**src/rtl/mips_fetch_sequencer.sv**
```systemverilog
// ============================================================================
// Module   : mips_fetch_sequencer
// Purpose  : Multi-cycle fetch/issue controller feeding a single-cycle MIPS
//            core; optional single-step mode under macro SINGLE_STEP_EN.
// Revision : 1.0 - initial release
// ============================================================================
`default_nettype none

module mips_fetch_sequencer #(
  parameter int unsigned         PC_WIDTH = 8,
  parameter logic [PC_WIDTH-1:0] PC_START = '0,
  parameter logic [5:0]          HALT_OP  = 6'h3F,
  parameter logic [31:0]         NOP_WORD = 32'h0000_0000,
  parameter int unsigned         TIMEOUT  = 15
) (
  input  logic                clk,
  input  logic                reset,
  input  logic                start,
`ifdef SINGLE_STEP_EN
  input  logic                step,
`endif
  output logic                imem_req,
  output logic [PC_WIDTH-1:0] imem_addr,
  input  logic [31:0]         imem_rdata,
  input  logic                imem_ack,
  output logic [31:0]         instr_out,
  output logic                issue,
  output logic                busy,
  output logic                halted,
  output logic                err,
  output logic [PC_WIDTH-1:0] pc,
  output logic [15:0]         icount
);

  // Counter value seen in the last FETCH cycle allowed to go without an ack.
  localparam logic [7:0] TMO_LAST = 8'(TIMEOUT - 1);

  typedef enum logic [2:0] {
    S_IDLE      = 3'd0,
    S_FETCH     = 3'd1,
    S_ISSUE     = 3'd2,
    S_HALTED    = 3'd3,
`ifdef SINGLE_STEP_EN
    S_STEP_WAIT = 3'd5,
`endif
    S_ERROR     = 3'd4
  } state_t;

  state_t              state_q, state_d;
  logic [PC_WIDTH-1:0] pc_q, pc_d;
  logic [15:0]         icount_q, icount_d;
  logic [31:0]         instr_q, instr_d;
  logic [7:0]          tmo_q, tmo_d;

  always_ff @(posedge clk or negedge reset) begin
    if (!reset) begin
      state_q  <= S_IDLE;
      pc_q     <= PC_START;
      icount_q <= 16'h0000;
      instr_q  <= NOP_WORD;
      tmo_q    <= 8'h00;
    end else begin
      state_q  <= state_d;
      pc_q     <= pc_d;
      icount_q <= icount_d;
      instr_q  <= instr_d;
      tmo_q    <= tmo_d;
    end
  end

  always_comb begin
    state_d  = state_q;
    pc_d     = pc_q;
    icount_d = icount_q;
    tmo_d    = tmo_q;
    instr_d  = NOP_WORD;

    case (state_q)
      S_IDLE, S_HALTED, S_ERROR: begin
        if (start) begin
          pc_d     = PC_START;
          icount_d = 16'h0000;
          tmo_d    = 8'h00;
          state_d  = S_FETCH;
        end
      end

      S_FETCH: begin
        if (imem_ack) begin
          tmo_d = 8'h00;
          if (imem_rdata[31:26] == HALT_OP) begin
            state_d = S_HALTED;
          end else begin
            instr_d = imem_rdata;
            state_d = S_ISSUE;
          end
        end else begin
          tmo_d = tmo_q + 8'd1;
          if (tmo_q >= TMO_LAST) begin
            state_d = S_ERROR;
          end
        end
      end

      S_ISSUE: begin
        pc_d = pc_q + PC_WIDTH'(1);
        if (icount_q != 16'hFFFF) begin
          icount_d = icount_q + 16'd1;
        end
`ifdef SINGLE_STEP_EN
        state_d = S_STEP_WAIT;
`else
        state_d = S_FETCH;
`endif
      end

`ifdef SINGLE_STEP_EN
      S_STEP_WAIT: begin
        if (step) begin
          state_d = S_FETCH;
        end
      end
`endif

      default: begin
        state_d = S_IDLE;
      end
    endcase
  end

  assign imem_req  = (state_q == S_FETCH);
  assign imem_addr = pc_q;
  assign issue     = (state_q == S_ISSUE);
  assign halted    = (state_q == S_HALTED);
  assign err       = (state_q == S_ERROR);
`ifdef SINGLE_STEP_EN
  assign busy      = (state_q == S_FETCH) || (state_q == S_ISSUE) ||
                     (state_q == S_STEP_WAIT);
`else
  assign busy      = (state_q == S_FETCH) || (state_q == S_ISSUE);
`endif
  assign pc        = pc_q;
  assign icount    = icount_q;
  assign instr_out = instr_q;

endmodule

`default_nettype wire

```
**config.mk**
```make
export PLATFORM = sky130hd
export DESIGN_NAME = mips_fetch_sequencer
export DESIGN_NICKNAME = d
export VERILOG_FILES = /design/src/rtl/mips_fetch_sequencer.sv
export SDC_FILE = /design/constraint.sdc
export NUM_CORES = 1
export LEC_CHECK = 0
export ABC_AREA = 1
export CAP_MARGIN = 20
export CORE_MARGIN = 3
export CORE_UTILIZATION = 50
export CTS_CLUSTER_DIAMETER = 100
export DETAILED_ROUTE_END_ITERATION = 6
export GPL_TIMING_DRIVEN = 0
export PLACE_DENSITY = 0.83
export SLEW_MARGIN = 10
export SYNTH_ARGS = -nofsm -noshare
export SYNTH_HDL_FRONTEND = slang
export SYNTH_SLANG_ARGS = --single-unit
```
**constraint.sdc**
```tcl
create_clock -name clk -period 4.2 [get_ports clk]
set_input_delay 0.63 -clock clk [delete_from_list [all_inputs] [get_ports clk]]
set_output_delay 0.63 -clock clk [all_outputs]
set_load 0.02 [all_outputs]
```
# [Word level (Yosys, flattened, before mapping)]
# Cells that the tools add are included.
[op_classes] muxes=15 magnitude_cmp=1 eq_ne=9 add_sub_neg=3 n_reduce_logical=9
[ops] operator="$mux 32" n=3
[ops] operator="$mux 16" n=2
[ops] operator="$pmux 16 s2" n=1
[ops] operator="$pmux 8 s2" n=2
[ops] operator="$add 16x1->16 const B" n=1
[ops] operator="$add 8x1->8 const B" n=2
[ops] operator="$mux 8" n=2
[ops] operator="$ne 16x16->1 const B" n=1
[ops] operator="$mux 3" n=3
[ops] operator="$pmux 3 s3" n=1
[ops] operator="$ge 8x4->1 const B" n=1
[ops] operator="$eq 3x2->1 const B" n=2
[ops] operator="$eq 6x6->1 const B" n=1
[ops] operator="$reduce_and 2->1" n=3
[ops] operator="$reduce_bool 2->1" n=2
[ops] operator="$eq 3x1->1 const B" n=1
[ops] operator="$eq 3x3->1 const B" n=1
[ops] operator="$logic_not 3->1" n=1
[ops] operator="$ne 3x1->1 const B" n=1
[ops] operator="$reduce_and 3->1" n=1
[ops] operator="$reduce_or 3->1" n=1
[ops] operator="$ne 2x1->1 const B" n=1
[ops] operator="$ne 2x2->1 const B" n=1
[ops] operator="$logic_or 1x1->1" n=1
[ops] operator="$mux 1" n=1
[word_totals] output_inout_bits=69 regBits=67 wordCells=42 in_bits=36

# [Longest topological paths before layout]
[depth] depth_word=4 mapped_depth=10 depth_no_buf=9

# [Worst setup path before layout]
# OpenSTA, ideal clock, no wires.
[synth_path] kind="register to register" startpoint="register icount_q[0] (netlist: icount[0])" endpoint="register icount_q[13] (netlist: icount[13])" n_path_buf=1 arrival_time_ns=1.521 synth_period_minus_slack_ns=1.596 required_time_ns=4.125 setup_time_ns=0.075 stages_incl_launch_ff=11 setup_slack_ns=2.604 path_cell_list="dfrtp_1 ha_1 nand2_2 nor2_4 nand2_2 nor2_4 nand2_2 nand2_4 buf_6 nand2_1 o21ai_2"
[synth_between] elab_chain_cells=3 word_cells_on_any_way=6 cone_classes="add/sub: 1; eq/ne: 2; mux: 2; reduce/logical: 1"
[synth_lines] item="start: declaration" line_no="51" rtl="logic [15:0] icount_q, icount_d;"
[synth_lines] item="start signal: assignment" line_no="65" rtl="icount_q <= icount_d;"
[synth_lines] item="$add 16x1->16 / $ne 16x16->1 (equally long branches)" line_no="108, 107"
[synth_lines] item="$mux 16 / $ne 2x1->1 (equally long branches)"
[synth_lines] item="$pmux 16 s2 / $reduce_and 3->1 (equally long branches)"
# Parallel ways exist; a longest one is shown, timed or not. The select of a mux whose other input is x is not followed.
# A chain may end at the register's enable or synchronous reset.

# [Worst setup path after layout]
[layout_path] startpoint="register state_q[2]" endpoint="output issue"
[layout_between] elab_chain_cells=1
[layout_lines] item="start: declaration" line_no="49" rtl="state_t state_q, state_d;"
[layout_lines] item="start signal: assignment" line_no="63" rtl="state_q <= state_d;"
[layout_lines] item="$eq 3x2->1" line_no="133" rtl="assign issue = (state_q == S_ISSUE);"
[layout_lines] item="end: declaration" line_no="27" rtl="output logic issue,"
# Every way passes these cells.

==> results.ini <==
[critical_path]
worstSetupPathType = flop to output pin
crit_chain = inv_1 -> nand2_2 -> nor2_4 -> buf_2 -> clkdlybuf4s50_1
crit_arrival_ns = 2.13
startpoint = state_q[2]
crit_buf_inv = 3
path_max_fanout = 10
path_delay_family = buffers and inverters
crit_required_ns = 3.57
crit_path_top_delay_cell = clkdlybuf4s50_1
reg2reg_from = icount[0]
max_stage_delay_ns = 0.65
crit_path_start_kind = flop
cp-end-kind = output pin

[timing]
tns_ns = 0
max_freq_mhz = 362
tightest_slew_ns = 0.436
finClkSkew_ns = 0.00848
report.final.slew_viol_count = 0
fin_crit_ns = 2.76
rsz0062_at_grt = false
min_period_over_period_pct = 65.7
max_slew_margin_pct = 70.8
worst_hold_slack_ns = 0.158
setup_viol = 0
hold_viol = 0

[routing]
wirelength_microns = 7990
wl_per_cell_microns = 13.7
drt_pass1_iterations = 4
ant_nets = 0
drtIter0Drc = 156
via_per_inst = 5.07
vias = 2958
drc = 0

[global_routing]
grt_overflow = 0
grtUsageTotal_pct = 23.8
grt_max_degree = 51
grt_pass1_wl_microns = 13800
antenna_found_initial = 0
grt_pass1_vias = 3012

[layout]
drive_above_1_share_pct = 11.4
final_util_pct = 76.5
finalNetCount = 544
diodes = 0
fill_cells = 426
area_growth_pct = 43.3
seq_area_sq_um = 1680
multi_input_area_sq_um = 1330

[cts]
clkLatencyLatePin_ns = 0.35
clock_path_buffers = 2
cts_root_buf = clkbuf_8
holdBufCountCts = 0
cts_tree = yes
cts_resized = 0
cts_buffers = 9
path_clk_slew_ns = 0.07
h-tree-depth = 3
post_cts_buffers = 0
cts.sinks = 67

[logic_synthesis]
syn_avg_cell_area_sq_um = 8.39
ys_seq_area_share_pct = 51.5
ys_warn_count = 0
synth_fp_nets = 428
ys_seq_elements = 67
ys_types = 33
netlist_instances = 388
synth_area_sq_um = 3260

[placement]
io_buffers = 104
detailed_place_hpwl_microns = 5870
gp_congestion = 0.891

[die]
io_pins = 105
num_rows = 28
core_area_sq_um = 6100
die_area_sq_um = 7520
start_util_pct = 53.4
die_w_microns = 86.7
die_h_microns = 86.7

[power_and_ir_drop]
p_leak_nw = 2.15
irDropWorstVdd_uv = 356
pwr_density_cell_nw_per_um2 = 489
power_mw = 2.28

[min_path]
min_path_type = input pin to async pin

[run]
max-cap-violations = 0

[status]
status = finished clean

logic make-up (layout without fill, tap and decap cells):
logic type / after synthesis / count (layout) / share of synthesized area, %
compound gates: 43 / 43 / 7.61
xor+xnor: 4 / 4 / 1.08
fa+ha+maj: 4 / 4 / 1.54
buf+inv: 50 / 170 / 7.65
flops: 67 / 67 / 51.5
mux: 1 / 1 / 0.307
simple gates: 219 / 219 / 30.3
state kept, by name, summed over array words and instances (netlist names):
signal / flops
imem_addr: 8
tmo_q: 8
icount: 16
state_q: 3
instr_out: 32
routing by layer:
layer	vias to the layer above	GRT usage [%]	wire length [microns]
li1	1456	-	-
met1	1360	27.6	3140
met2	123	38.9	3840
met3	19	9.70	851
met4	0	9.92	162
met5	-	0	0
layout by cell type (no fill, tap or decap), types with 2 or more instances in the layout:
cell,instances
clkdlybuf4s50_1,103
nor2_2,3
a21oi_1,4
buf_6,4
buf_4,9
nand4_1,8
inv_2,2
o22ai_1,3
nor2_1,56
clkbuf_8,11
dfrtp_1,67
o21ai_0,24
o21ai_2,4
clkbuf_1,3
nand2_2,8
xor2_1,3
nor2_8,2
nand2_1,107
o21ai_1,3
ha_1,4
nand3_1,25
bufinv_16,3
inv_1,32
or2_2,3
nor2_4,3
nand2_4,2
area by class of cell:
cell class	count	share of cell area (%)
Buffer	16	2.60
Clock buffer	11	3.25
Clock inverter	4	2.09
Inverter	34	2.74
Multi-Input combinational cell	271	28.5
Sequential cell	67	35.9
Tap cell	75	2.01
Timing Repair Buffer	105	22.9
cells in the mapped netlist (all sizes together):
master | count | area (sq um)
nand2 | 117 | 474
dfrtp | 67 | 1680
nor2 | 64 | 303
inv | 34 | 128
o21ai | 31 | 170
nand3 | 25 | 125
buf | 13 | 110
nand4 | 8 | 50.1
a21oi | 4 | 20.0
ha | 4 | 50.1
clkbuf | 3 | 11.3
o22ai | 3 | 18.8
or2 | 3 | 18.8
xor2 | 3 | 26.3
a22o | 1 | 8.76
mux2i | 1 | 10.0
nand3b | 1 | 11.3
nor3 | 1 | 5.00
o211ai | 1 | 7.51
o21a | 1 | 7.51
o21bai | 1 | 7.51
o31ai | 1 | 7.51
xnor2 | 1 | 8.76
final timing paths:
| path | endpoint | slack (ns) | depth (start not counted) |
|---|---|---|---|
| setup reg to reg | icount[9] | 2.50 | 10 |
| setup / recovery | issue | 1.44 | 5 |
| hold reg to reg | state_q[2] | 0.54 | 2 |
| min in group clk | state_q[2] | 0.54 | 2 |
| hold / removal | icount[5] | 0.16 | 1 |
| max in group asynchronous | instr_out[13] | 3.53 | 2 |
where the power goes:
part | switching [mW] | internal [mW] | leakage, nW
sequential | 0.0697 | 0.735 | 0.920
clock | 0.252 | 0.424 | 0.122
combinational | 0.467 | 0.335 | 1.10
through the flow:
stage / worst slack [ns] / cell area (sq um) / cells
6_report: 1.44 / 4660 / 583
5_1_grt: 1.36 / 4660 / 583
4_1_cts: 1.45 / 4660 / 583
3_5_place_dp: 1.83 / 4420 / 568
3_3_place_gp: 0.334 / 4390 / 567
2_1_floorplan: 2.60 / 3260 / 388
Power figures use the tool's default switching activity.
